<file path="src/rtl/calc_input_sched.sv">
// calc_input_sched: merges keypad (and optional UART) keys into a FIFO
// and paces them to the calculator. Build macro: CALC_SCHED_UART_EN.
module calc_input_sched #(
    parameter int FIFO_DEPTH  = 4,
    parameter int GAP_CYCLES  = 2,
    parameter int RES_TIMEOUT = 16
) (
    input  logic       clk,
    input  logic       rst_n,
    input  logic       kp_valid,
    input  logic [7:0] kp_char,
    output logic       kp_ready,
    input  logic       rx_valid,
    input  logic [7:0] rx_char,
    output logic       rx_ready,
    output logic       btn_valid,
    output logic [7:0] btn_char,
    input  logic       result_valid,
    output logic       busy,
    output logic [2:0] fifo_level,
    output logic [7:0] drop_cnt,
    output logic       err_timeout
);

    localparam int AW   = (FIFO_DEPTH > 1) ? $clog2(FIFO_DEPTH) : 1;
    localparam int CMAX = (RES_TIMEOUT > GAP_CYCLES) ? RES_TIMEOUT : GAP_CYCLES;
    localparam int CW   = $clog2(CMAX + 1);
    localparam logic [2:0] DEPTH   = 3'(FIFO_DEPTH);
    localparam logic [7:0] KEY_CLR = 8'h43;
    localparam logic [7:0] KEY_EQ  = 8'h3D;

    typedef enum logic [1:0] {IDLE, ISSUE, GAP, WAIT_RES} state_t;

    state_t        state_q, state_d;
    logic [CW-1:0] cnt_q, cnt_d;
    logic [7:0]    mem [FIFO_DEPTH];
    logic [AW-1:0] rd_q, wr_q;
    logic [2:0]    count_q, free;
    logic          run_q, err_q, set_err;
    logic [7:0]    drop_q, head;
    logic          kp_acc, kp_leg, rx_acc, rx_leg, rx_clr;
    logic          flush, pop, clr_issue;
    logic [1:0]    n_push, n_acc, n_drop;
    logic [8:0]    drop_sum;

    function automatic logic is_legal(input logic [7:0] c);
        return (c >= 8'h30 && c <= 8'h39) || c == 8'h2B || c == 8'h2D ||
               c == 8'h2A || c == KEY_EQ || c == KEY_CLR || c == 8'h08;
    endfunction

    function automatic logic [AW-1:0] inc(input logic [AW-1:0] p);
        return (p == AW'(FIFO_DEPTH - 1)) ? '0 : p + 1'b1;
    endfunction

    assign free   = DEPTH - count_q;
    assign kp_acc = kp_valid && kp_ready;
    assign kp_leg = kp_acc && is_legal(kp_char);

`ifdef CALC_SCHED_UART_EN
    logic last_kp_q;

    // One free slot with both offering: the loser of the previous contest wins.
    assign kp_ready = run_q && (free >= 3'd2 ||
                      (free == 3'd1 && !(rx_valid && last_kp_q)));
    assign rx_ready = run_q && (free >= 3'd2 ||
                      (free == 3'd1 && !(kp_valid && !last_kp_q)));
    assign rx_acc   = rx_valid && rx_ready;
    assign rx_leg   = rx_acc && is_legal(rx_char);
    assign rx_clr   = rx_leg && rx_char == KEY_CLR;

    // Remember who won the last single-slot contest; resets favouring keypad.
    always_ff @(posedge clk or negedge rst_n) begin
        if (!rst_n)
            last_kp_q <= 1'b0;
        else if (kp_valid && rx_valid && free == 3'd1 && run_q)
            last_kp_q <= kp_acc;
    end
`else
    logic unused_rx;

    assign unused_rx = ^{rx_valid, rx_char};
    assign kp_ready  = run_q && (free != 3'd0);
    assign rx_ready  = 1'b0;
    assign rx_acc    = 1'b0;
    assign rx_leg    = 1'b0;
    assign rx_clr    = 1'b0;
`endif

    assign flush     = (kp_leg && kp_char == KEY_CLR) || rx_clr;
    assign n_push    = {1'b0, kp_leg} + {1'b0, rx_leg};
    assign n_acc     = {1'b0, kp_acc} + {1'b0, rx_acc};
    assign n_drop    = flush ? n_acc - 2'd1 : n_acc - n_push;
    assign pop       = state_q == ISSUE;
    assign head      = mem[rd_q];
    assign clr_issue = pop && head == KEY_CLR;
    assign drop_sum  = {1'b0, drop_q} + {7'b0, n_drop};

    // FIFO storage and pointers; a clear collapses the queue to a lone "C".
    always_ff @(posedge clk or negedge rst_n) begin
        if (!rst_n) begin
            for (int i = 0; i < FIFO_DEPTH; i++) mem[i] <= '0;
            rd_q    <= '0;
            wr_q    <= '0;
            count_q <= '0;
        end else if (flush) begin
            mem[0]  <= KEY_CLR;
            rd_q    <= '0;
            wr_q    <= inc('0);
            count_q <= 3'd1;
        end else begin
            if (kp_leg) mem[wr_q] <= kp_char;
            if (rx_leg) mem[kp_leg ? inc(wr_q) : wr_q] <= rx_char;
            if (pop) rd_q <= inc(rd_q);
            if (n_push == 2'd2) wr_q <= inc(inc(wr_q));
            else if (n_push == 2'd1) wr_q <= inc(wr_q);
            count_q <= count_q + {1'b0, n_push} - {2'b0, pop};
        end
    end

    // Scheduler next state: issue, pace, and wait for "=" results.
    always_comb begin
        state_d = state_q;
        cnt_d   = cnt_q;
        set_err = 1'b0;
        unique case (state_q)
            IDLE: begin
                if (count_q != 3'd0 || n_push != 2'd0) state_d = ISSUE;
            end
            ISSUE: begin
                cnt_d   = '0;
                state_d = (head == KEY_EQ) ? WAIT_RES : GAP;
            end
            GAP: begin
                if (cnt_q == CW'(GAP_CYCLES - 1)) state_d = IDLE;
                else cnt_d = cnt_q + 1'b1;
            end
            WAIT_RES: begin
                if (result_valid || flush) begin
                    state_d = GAP;
                    cnt_d   = '0;
                end else if (cnt_q == CW'(RES_TIMEOUT - 1)) begin
                    state_d = GAP;
                    cnt_d   = '0;
                    set_err = 1'b1;
                end else begin
                    cnt_d = cnt_q + 1'b1;
                end
            end
            default: state_d = IDLE;
        endcase
    end

    // Scheduler state, ready enable, sticky timeout and drop counter.
    always_ff @(posedge clk or negedge rst_n) begin
        if (!rst_n) begin
            state_q <= IDLE;
            cnt_q   <= '0;
            run_q   <= 1'b0;
            err_q   <= 1'b0;
            drop_q  <= '0;
        end else begin
            state_q <= state_d;
            cnt_q   <= cnt_d;
            run_q   <= 1'b1;
            if (set_err) err_q <= 1'b1;
            else if (clr_issue) err_q <= 1'b0;
            drop_q  <= drop_sum[8] ? 8'hFF : drop_sum[7:0];
        end
    end

    assign btn_valid   = pop;
    assign btn_char    = pop ? head : 8'h00;
    assign busy        = count_q != 3'd0 || state_q != IDLE;
    assign fifo_level  = count_q;
    assign drop_cnt    = drop_q;
    assign err_timeout = err_q && !clr_issue;

endmodule

</file>
<file path="config.mk">
export PLATFORM = sky130hd
export DESIGN_NAME = calc_input_sched
export DESIGN_NICKNAME = d
export VERILOG_FILES = /design/src/rtl/calc_input_sched.sv
export SDC_FILE = /design/constraint.sdc
export NUM_CORES = 1
export LEC_CHECK = 0
export CORE_MARGIN = 1.5
export CORE_UTILIZATION = 54
export DETAILED_ROUTE_END_ITERATION = 8
export PLACE_DENSITY_LB_ADDON = 0.05
export SYNTH_ARGS = -nofsm -noshare
export SYNTH_HDL_FRONTEND = slang
export SYNTH_SLANG_ARGS = --single-unit
</file>
<file path="constraint.sdc">
create_clock -name clk -period 4.2 [get_ports clk]
set_clock_uncertainty 0.2 [all_clocks]
set_input_delay 0.84 -clock clk [delete_from_list [all_inputs] [get_ports clk]]
set_output_delay 0.84 -clock clk [all_outputs]
set_load 0.05 [all_outputs]
</file>
==> metrics.txt, run 1 <==
vias=2072; relative slew slack=0.475; Startpoint Class=flip-flop; Largest stage delay, worst path=0.71 ns; worst slew pin tran=0.777 ns; Syn-to-layout area delta=17.0%; routed vias/inst=5.51; Worst Hold Slack=0.268 ns; number of post-CTS setup repair buffers=0; reg2reg setup slack=0.98 ns; largest net degree at the start of global routing=37; leakage power=1.65 nW; WL per Instance=16.0 um; vias in the first global route=2004; Final Cell Area=3590 um^2; Synth area leaders=dfrtp_1 (46%), mux2_4 (8.8%), ha_1 (6.5%); CTS Buffer Depth=2; post-detail-place hpwl=4380 um; Die H=78.4 um; ANT nets after route=0; Die Area=6150 um^2; power per cell area=591 nW/um^2; critical path type=flip-flop to output port; GPL Wtd Cong=0.810; distinct cell type count after synthesis=53; most frequent cells after synthesis=dfrtp_1 (56), inv_1 (21), mux2_4 (18); Rows=27; Synth Area per Inst=11.8 um^2; CTS hold repair buffers=0; Max VDD drop=0.436 mV; Yosys warning count=0; Design Power=2.12 mW; Final Setup Violations=0; CTS buffer count=5; Mapped Cells=260; crit path cell chain=mux4_2 > or3_1 > o41a_1 > clkdlybuf4s50_1; Clk pin slew, worst setup/hold paths=0.10 ns; syn_nets=299; most frequent cell after synthesis=dfrtp_1; Main synth FF type=dfrtp_1; setup TNS=0 ns; CTS tree=yes; Die W=78.4 um; Clock Latency Late Sink=0.31 ns; clock root buffer master=clkbuf_8; Max Fclk=0.253 GHz; TritonRoute pass-1 iters=4; # resized after CTS=0; initial antenna violation count=0; max cap viols=0; Arr. time, crit path=2.92 ns; Crit path max-delay family=buffers and inverters; Routed Wire Length=6000 um; number of synthesized flops with an enable pin=0; Worst Path Required=3.16 ns; Worst Path Buf+Inv=1; final worst path period share=0.942; Cell Area, Placed=3500 um^2; Final Slew Violations=0; nets=342; Core Box Area=5510 um^2; GR Overflow Total=0; worst r2r dst=drop_cnt[1]$_DFF_PN0_; IO buf count=34; IO Count=45; starting density of the core=0.558; R2R depth=12; register area share after synthesis=0.456; mapped cell area=3070 um^2; DRC viols=0; async set or reset register ratio after synthesis=1.00; CP Capture Type=output port; Sink Count=56; status=finished clean; Final Hold Fails=0; Yosys reg bits=56; RSZ-0062 raised after global routing=no; H-Tree Level Count=2; share of cells above drive strength 1=0.184; # diodes=0; CP max stage cell=clkdlybuf4s50_1; Yosys top cell by area=dfrtp_1; crit-path max FO=8; DR iter-0 viols=138; share of the synthesized area in the top cell type=0.456; Min-Delay Path Class=primary input to asynchronous set/reset pin; reg2reg start=fifo_level[1]$_DFF_PN0_; first-pass GRT wire length=10200 um; Tmin final=3.96 ns; GRT Overall Usage=0.217
[where the power goes]
group,internal [mW],switching (mW),leakage [nW]
Sequential,0.682,0.174,0.710
Combinational,0.432,0.528,0.897
Clock,0.135,0.174,0.0445
Total,1.25,0.876,1.65
[through the flow]
stage,instances,worst slack [ns],util
after floorplan,260,0.624,-
after global placement,368,0.197,0.636
after detailed placement,368,0.161,0.636
after CTS,376,0.0679,0.653
after global routing,376,0.123,0.653
final,376,0.242,0.653
[kinds of logic after synthesis]
kind of cell / after synthesis / share of synthesized area
multiplexers: 30 / 0.157
AO/OA/AOI/OAI: 37 / 0.0875
adder cells (fa/ha/maj): 18 / 0.0782
flip-flops: 56 / 0.456
buffers and inverters: 30 / 0.0521
XOR/XNOR: 6 / 0.0171
other: 2 / 0.00244
AND/OR/NAND/NOR: 81 / 0.150
[worst max path at each step]
stage | from | end | slack [ns] | cells past startpoint
global route | rd_q[0]$_DFFE_PN0P_ | err_timeout | 0.12 | 4
global placement | kp_char[6] | drop_cnt[0]$_DFF_PN0_ | 0.20 | 11
floorplan | kp_char[6] | drop_cnt[7]$_DFF_PN0_ | 0.62 | 11
detailed placement | kp_char[6] | drop_cnt[1]$_DFF_PN0_ | 0.16 | 11
finish | rd_q[0]$_DFFE_PN0P_ | err_timeout | 0.24 | 4
CTS | rd_q[0]$_DFFE_PN0P_ | err_timeout | 0.07 | 4
[layout by cell type, fill, tap and decap left out, types with 2 or more instances in the layout]
cell type        instances
dfrtp_1                 55
clkdlybuf4s50_1         33
inv_1                   21
mux2_4                  18
ha_1                    16
nor2_1                  14
nand3_1                 11
buf_4                   11
nor2b_1                 10
nand2_1                 10
a21oi_1                  8
o21ai_0                  8
mux4_2                   7
and2_1                   6
clkbuf_8                 6
o31ai_1                  5
nand2b_1                 4
xnor2_1                  4
nand3b_1                 3
o21a_1                   3
and3_1                   3
nor3_1                   3
mux2_2                   3
and3_4                   3
nand4_1                  2
or4_1                    2
xor2_1                   2
or2_0                    2
mux2i_1                  2
o41a_1                   2
fa_1                     2
conb_1                   2
[registers in the layout, summed over array words and instances, names as in the netlist]
register / count
cnt_q: 5
drop_cnt: 8
err_q: 1
fifo_level: 3
mem: 32
rd_q: 2
run_q: 1
state_q: 2
wr_q: 2
[final cells by class]
cell class / instances / area (um^2)
flip-flops and latches: 56 / 1400
inverters: 21 / 78.8
repair buffers: 45 / 418
clock buffers: 7 / 86.3
well taps: 72 / 90.1
clock inverters: 1 / 7.51
fillers: 446 / 1910
multi-input cells: 174 / 1510
[metal layers]
layer	routed length, um	track usage
met5	0	0
met4	60	0.0607
met3	223	0.0302
met2	2800	0.334
met1	2920	0.324
Power figures use the tool's default switching activity.
==> run 2: changes to the inputs <==
- CAP_MARGIN: default -> 20
==> results of run 2 <==
Final layout, timing and power as in run 1 (identical DEF).
